[config.mk]
export PLATFORM = sky130hd
export DESIGN_NAME = conv_layer_sched
export DESIGN_NICKNAME = d
export VERILOG_FILES = /design/src/rtl/cim_pkg.sv /design/src/rtl/conv_layer_sched_raster_ctr.sv /design/src/rtl/conv_layer_sched.sv
export SDC_FILE = /design/constraint.sdc
export NUM_CORES = 1
export LEC_CHECK = 0
export ABC_AREA = 1
export BUFFER_PORTS_ARGS = -buffer_cell sky130_fd_sc_hd__buf_2
export CORE_MARGIN = 5
export CORE_UTILIZATION = 51
export CTS_CLUSTER_DIAMETER = 50
export DETAILED_ROUTE_END_ITERATION = 7
export HOLD_SLACK_MARGIN = 0.02
export PLACE_DENSITY = 0.77
export SYNTH_ARGS = -nofsm -noshare
export SYNTH_HDL_FRONTEND = slang
export SYNTH_SLANG_ARGS = --single-unit
[constraint.sdc]
create_clock -name clk -period 1.35 [get_ports clk]
set_input_delay 0.27 -clock clk [delete_from_list [all_inputs] [get_ports clk]]
set_output_delay 0.27 -clock clk [all_outputs]
set_load 0.005 [all_outputs]
[src/rtl/cim_pkg.sv]
// Shared types and helpers for the CIM layer scheduler.
package cim_pkg;

  typedef enum logic [1:0] {
    L_IDLE,
    L_FETCH,
    L_FULL
  } t_sched_ld_state;

  typedef enum logic [2:0] {
    C_IDLE,
    C_WAIT_WIN,
    C_MVM,
    C_WAIT_FUNC,
    C_DRAIN
  } t_sched_cmp_state;

  // Ceiling log2, never less than 1 so a 1x1 map still gets a 1-bit coordinate.
  function automatic int unsigned clog2_min1(input int unsigned value);
    int unsigned width;
    width = 0;
    while ((64'd1 << width) < 64'(value)) width++;
    return (width == 0) ? 1 : width;
  endfunction

endpackage

[src/rtl/conv_layer_sched_raster_ctr.sv]
// Raster-order (row, col) counter over a DIM x DIM map; wraps to (0,0) after the last pixel.
module raster_ctr
  import cim_pkg::*;
#(
  parameter int unsigned DIM = 6,
  parameter int unsigned CW  = clog2_min1(DIM)
) (
  input  logic          clk,
  input  logic          rst,
  input  logic          i_clr,
  input  logic          i_inc,
  output logic [CW-1:0] o_row,
  output logic [CW-1:0] o_col,
  output logic          o_last
);

  localparam logic [CW-1:0] MAX = CW'(DIM - 1);

  logic col_end;
  logic row_end;

  assign col_end = (o_col == MAX);
  assign row_end = (o_row == MAX);
  assign o_last  = col_end && row_end;

  // Advance column, wrap into next row, wrap to origin after the last pixel.
  always_ff @(posedge clk) begin
    if (rst || i_clr) begin
      o_row <= '0;
      o_col <= '0;
    end else if (i_inc) begin
      if (col_end) begin
        o_col <= '0;
        o_row <= row_end ? '0 : o_row + 1'b1;
      end else begin
        o_col <= o_col + 1'b1;
      end
    end
  end

endmodule

[src/rtl/conv_layer_sched.sv]
// Per-layer conv scheduler: raster-scans output pixels, running window load, CIM MVM and
// post-process per pixel, with the next window load overlapped on the current compute/drain.
module conv_layer_sched
  import cim_pkg::*;
#(
  parameter int unsigned IMG_DIM    = 8,
  parameter int unsigned KERNEL_DIM = 3,
  parameter int unsigned OUT_DIM    = IMG_DIM - KERNEL_DIM + 1,
  parameter int unsigned CW         = clog2_min1(OUT_DIM)
) (
  input  logic          clk,
  input  logic          rst,
  input  logic          i_start,
  output logic          o_ready,
  output logic          o_done,
  output logic          o_win_start,
  output logic [CW-1:0] o_win_row,
  output logic [CW-1:0] o_win_col,
  input  logic          i_win_done,
  output logic          o_cim_start,
  input  logic          i_cim_done,
  output logic          o_func_start,
  input  logic          i_func_ready,
  input  logic          i_next_ready,
  input  logic          i_func_done,
  output logic [CW-1:0] o_out_row,
  output logic [CW-1:0] o_out_col
);

  t_sched_ld_state  ld_state, ld_next;
  t_sched_cmp_state cmp_state, cmp_next;

  logic ld_first;
  logic win_valid;
  logic start_accept;
  logic out_inc;
  logic ld_last;
  logic out_last;

  // A resident window is exactly the loader sitting in L_FULL.
  assign win_valid = (ld_state == L_FULL);

  raster_ctr #(
    .DIM (OUT_DIM),
    .CW  (CW)
  ) u_ld_ctr (
    .clk    (clk),
    .rst    (rst),
    .i_clr  (start_accept),
    .i_inc  (o_cim_start),
    .o_row  (o_win_row),
    .o_col  (o_win_col),
    .o_last (ld_last)
  );

  raster_ctr #(
    .DIM (OUT_DIM),
    .CW  (CW)
  ) u_out_ctr (
    .clk    (clk),
    .rst    (rst),
    .i_clr  (start_accept),
    .i_inc  (out_inc),
    .o_row  (o_out_row),
    .o_col  (o_out_col),
    .o_last (out_last)
  );

  // State registers for both FSMs; ld_first marks the first cycle spent in L_FETCH.
  always_ff @(posedge clk) begin
    if (rst) begin
      ld_state  <= L_IDLE;
      cmp_state <= C_IDLE;
      ld_first  <= 1'b0;
    end else begin
      ld_state  <= ld_next;
      cmp_state <= cmp_next;
      ld_first  <= (ld_next == L_FETCH) && (ld_state != L_FETCH);
    end
  end

  // Loader next state.
  always_comb begin
    ld_next = ld_state;
    case (ld_state)
      L_IDLE:  if (start_accept) ld_next = L_FETCH;
      L_FETCH: if (i_win_done)   ld_next = L_FULL;
      // The window is consumed and, if pixels remain, the next fetch is launched on the
      // same o_cim_start edge, so FULL goes straight to FETCH without an idle cycle.
      L_FULL:  if (o_cim_start)  ld_next = ld_last ? L_IDLE : L_FETCH;
      default: ld_next = L_IDLE;
    endcase
  end

  // Compute next state.
  always_comb begin
    cmp_next = cmp_state;
    case (cmp_state)
      C_IDLE:      if (start_accept)                 cmp_next = C_WAIT_WIN;
      C_WAIT_WIN:  if (win_valid)                    cmp_next = C_MVM;
      C_MVM:       if (i_cim_done)                   cmp_next = C_WAIT_FUNC;
      C_WAIT_FUNC: if (i_func_ready && i_next_ready) cmp_next = C_DRAIN;
      C_DRAIN:     if (i_func_done)                  cmp_next = out_last ? C_IDLE : C_WAIT_WIN;
      default:                                       cmp_next = C_IDLE;
    endcase
  end

  // Handshake pulses and status decoded from current state and responder inputs.
  always_comb begin
    o_ready      = (cmp_state == C_IDLE) && (ld_state == L_IDLE);
    start_accept = i_start && o_ready;
    o_win_start  = (ld_state == L_FETCH) && ld_first;
    o_cim_start  = (cmp_state == C_WAIT_WIN) && win_valid;
    o_func_start = (cmp_state == C_WAIT_FUNC) && i_func_ready && i_next_ready;
    out_inc      = (cmp_state == C_DRAIN) && i_func_done;
    o_done       = out_inc && out_last;
  end

endmodule

* Word-level counts from Yosys, hierarchy flattened
Cells that the tools add are included.
** Storage, ports and cells
- Output and inout port bits :: 17
- Flip-flop bits (word level) :: 18
- Memory bits (writable) :: 0
- Memories kept :: 0
- Bits in latches :: 0
- ROM bits :: 0
- Word-level logic and storage cells :: 62
** Cells by class
- $lt $le $gt $ge :: 0
- Bitwise logic cells :: 0
- Equal/unequal tests :: 17
- Divide/modulo/power cells :: 0
- Shift operators :: 0
- Muxes and demuxes :: 16
- Add/sub/neg operators :: 4
- Multiply operators :: 0
- Reduce and logical (&&, ||, !) cells :: 18
** Operators with widths (count)
- $mux W3 :: 9
- $eq A3 B3 Y1 const B :: 5
- $pmux W3 S5 :: 1
- $add A3 B1 Y3 const B :: 4
- $logic_and A1 B1 Y1 :: 12
- $ne A2 B2 Y1 const B :: 4
- $eq A3 B2 Y1 const B :: 2
- $mux W2 :: 3
- $pmux W2 S3 :: 1
- $reduce_and A5 Y1 :: 1
- $eq A2 B1 Y1 const B :: 2
- $ne A2 B1 Y1 const B :: 2
- $reduce_and A2 Y1 :: 2
- $eq A3 B1 Y1 const B :: 1
- $logic_not A3 Y1 :: 1
- $eq A2 B2 Y1 const B :: 1
- $logic_not A2 Y1 :: 1
- $mux W1 :: 2
- $logic_or A1 B1 Y1 :: 1

* Logic depth before layout (Yosys ltp)
- Word-level depth :: 7
- Mapped depth :: 9
- Mapped depth without buffers :: 9

* Cells and area by module
Synthesis repeated with hierarchy kept, for this count alone.
** Unflattened totals
- Cell total of the unflattened synthesis :: 148
- Area total of the unflattened synthesis :: 978.4 sq um
** Modules (own cells, without submodules)
- raster_ctr :: times used 2, cells each 40, area an instance 291.5 sq um, sequential area each 120.1 sq um
- conv_layer_sched :: times used 1, cells each 68, area an instance 395.4 sq um, sequential area each 120.1 sq um

* Least setup slack after synthesis
Ideal clock, no wire load.
- Path type :: register -> output
- Start :: reg cmp_state[0]
- End :: out o_done
- Stages on the path, launching flop included :: 4
- Required time :: 1080 ps
- Arrival :: 848 ps
- Path buffers :: 0
- Setup slack :: 232 ps
- Cell sequence :: dfxtp_1 > nor2_1 > nand3_2 > nor3_1
** Between the ends
- Longest elaborated chain between the ends :: 3
** Ends and longest elaborated chain
- start, declared :: line conv_layer_sched.sv:31 : t_sched_cmp_state cmp_state, cmp_next;
- start signal, assigned :: line conv_layer_sched.sv:77 : cmp_state <= cmp_next;
- $eq A3 B3 Y1 :: line conv_layer_sched.sv:115 : out_inc = (cmp_state == C_DRAIN) && i_func_done;
- $logic_and A1 B1 Y1 :: line conv_layer_sched.sv:115
- $logic_and A1 B1 Y1 :: line conv_layer_sched.sv:116 : o_done = out_inc && out_last;
- end, declared :: line conv_layer_sched.sv:15 : output logic o_done,
Every way passes these cells.

* Worst setup path after layout
- Start :: reg u_out_ctr.o_row[1]
- End :: out o_done
** Between the ends
- Longest elaborated chain between the ends :: 3
** Ends and longest elaborated chain
- start, declared :: line conv_layer_sched_raster_ctr.sv:12 : output logic [CW-1:0] o_row,
- start signal, assigned :: line conv_layer_sched_raster_ctr.sv:34 : o_row <= row_end ? '0 : o_row + 1'b1;
- $eq A3 B3 Y1 :: line conv_layer_sched_raster_ctr.sv:23 : assign row_end = (o_row == MAX);
- $logic_and A1 B1 Y1 :: line conv_layer_sched_raster_ctr.sv:24 : assign o_last = col_end && row_end;
- $logic_and A1 B1 Y1 :: line conv_layer_sched.sv:116
Every way passes these cells.

==> metrics <==
endpoint type of the worst setup path primary output; Synthesized Nets 155; DRT iter0 DRCs 35; routed wire length 2850 um; post-synthesis cell area just under 0.001 mm^2; Sw Ratio 0.391; Final Critical Period 1.45 ns; reg-to-reg critical path startpoint cmp_state[1]; drt wl/cell 12.9 um; portion of total power attributed to combinational logic 0.477; area inside the core boundary 0.00190 mm^2; HPWL after detailed placement about 1700 um; global-route wire length before repair ~4200 um; port bufs 24; unrepaired setup endpoints after global routing yes; CTS buffer count 3; number of global-route vias before repair 1,055; startpoint class of the critical path flip-flop; Reg2Reg Depth 7; relative contribution of sequential cells to total power 0.374; Post-Layout Cell Count 221; number of cells produced by synthesis 147; Arrival @ worst endpoint about 1.2 ns; net switching component of the power 0.688 mW; proportion of layout cells with a drive suffix above 1 0.526; violated checks negative setup slack; Setup violations, final 6; via density per instance 5.00; leading cell types in the layout, fill and taps excluded 24 x buf_2, 23 x nand2_1, 19 x inv_1; max-slew violation count 0; area of the die 0.00292 mm^2; hold-critical path depth 2; number of warnings printed during yosys synthesis 0; Cells after DPL about 200; post-synthesis to final-layout area growth 47.1%; final period utilization 1.07; Clock Latency Late Sink roughly 0.29 ns; worst setup slack after placement 0.0861 ns; number of buffers between clock root and the deepest sink 2; power per standard cell area 1210 mW/mm^2; boundary pin count 25; antenna viol nets, final 0; FILL cells 136; antenna diode count 0; vias 1,106; maximum number of pins on one net before global-route repair 11; clock sink total 18; category of the most critical setup path reg -> out; global placement routability congestion 0.766; total internal power between 1 and 1.5 mW; Hold Buf Count CTS 0; register area share after synthesis 0.365; Root Buffer clkbuf_4; level count of the clock H-tree 1; # Max-Cap Violations 0; GRT Resource Usage Total 0.199; run status finished, violations left; height of the die between 50 and 60 um; flops & latches, synth 18; most common library cell in the layout ignoring fill and taps buf_2; number of hold violations in the final report 0; Hold Startpoint rst; Residual DRC 0; WP data required ~1.1 ns; library cells used by synthesis 22; critical path launch point u_out_ctr.o_row[1]; TritonCTS clock tree done; FP Rows 16; Clk pin slew, worst setup/hold paths 0.10 ns; post-layout worst setup margin -0.0991 ns; Initial DRT Pass Iterations 4; clock tree skew after final layout 0.00408 ns; worst-path maximum fanout 2; initial antenna violation count 0; highest ir drop seen on vdd 695 uV; Clk pwr share 0.149; pin slew with the least headroom to its limit 0.242 ns; Static Leakage 0.637 nW; synthesized area divided by synthesized cell count about 6.7 um^2; Relative slew margins 0.837; class of the worst hold path in -> reg; fin nets 204; Congestion Overflow GR 0; Initial Utilization 0.519; Achievable Freq 690 MHz; Die Span X 54.0 um
[routing by layer]
metal | vias up | wire, um | part of all wire | global-route usage
met2 | 34 | 1550 | 0.54 | 0.371
li1 | 553 | - | - | -
met5 | - | 0 | 0 | 0
met3 | 10 | 95 | 0.033 | 0.0332
met4 | 0 | 74 | 0.026 | 0.104
met1 | 509 | 1130 | 0.40 | 0.212
[final timing paths]
check / endpoint / slack (ns)
max: o_done / -0.1
max reg2reg: u_out_ctr.o_row[2] / -0.03
min: cmp_state[2] / 0.15
min reg2reg: u_ld_ctr.o_row[0] / 0.51
[power groups by stage]
stage               Combinational [mW]  Clock, mW  Sequential, mW
finish                           0.841      0.262           0.660
CTS                              0.705      0.268           0.651
detailed placement               0.522          0           0.628
global route                     0.929      0.285           0.668
floorplan                        0.400          0           0.621
global placement                 0.497          0           0.624
[cell families after synthesis]
group,Yosys count,synth area share
and+or+nand+nor,80,0.417
DFF,18,0.365
xor gates and xnor gates,1,0.00887
AOI/OAI and AO/OA,19,0.0989
buffers and inverters,29,0.110
[critical path, cell delays in order, from the launching register on]
cell and delay [ns]:
dfxtp_2 0.34, inv_2 0.06, nand2_1 0.04, nor2_1 0.08, inv_1 0.07, nor3_2 0.16
buf_2 0.14
[state kept, by name (all words and copies together), names as in the netlist]
name and cells:
cmp_state 3, ld_first 1, ld_state 2, u_ld_ctr.o_col 3, u_ld_ctr.o_row 3, u_out_ctr.o_col 3, u_out_ctr.o_row 3
[cell usage after synthesis (all sizes together)]
master | n | area share
xor2 | 1 | 0.0089
inv | 29 | 0.11
nand3 | 11 | 0.066
or2 | 1 | 0.0063
nand4 | 2 | 0.013
nor3b | 1 | 0.013
nand3b | 1 | 0.0076
o211ai | 1 | 0.0076
nor3 | 4 | 0.030
nand2 | 34 | 0.15
a21oi | 12 | 0.061
nor2 | 26 | 0.13
dfxtp | 18 | 0.37
o21ai | 6 | 0.030
[cell type report]
cell class	count	area, um^2	area share
tap	27	33.8	0.0233
multi-input combinational	100	618	0.425
sequential	18	380	0.262
timing repair buffer	44	282	0.194
clock buffer	3	22.5	0.0155
inverter	29	116	0.0801
[repair_timing]
action | CTS | global route
gates resized for setup | 23 | 26
buffers inserted | 9 | 11
hold endpoints to repair | 0 | 0
pin swaps | 8 | 14
endpoints found under the setup margin | 5 | 15
[through the flow]
stage	hold slack [ns]	power [mW]	util	instance area [um^2]	setup TNS [ns]
global placement	0.471	1.12	0.604	1150	0
floorplan	0.339	1.02	-	987	0
finish	0.155	1.76	0.764	1450	-0.348
CTS	0.149	1.62	0.684	1300	-0.234
global route	0.158	1.88	0.764	1450	-1.12
detailed placement	0.470	1.15	0.604	1150	0
Note: power is estimated with default switching activity, not from simulation.
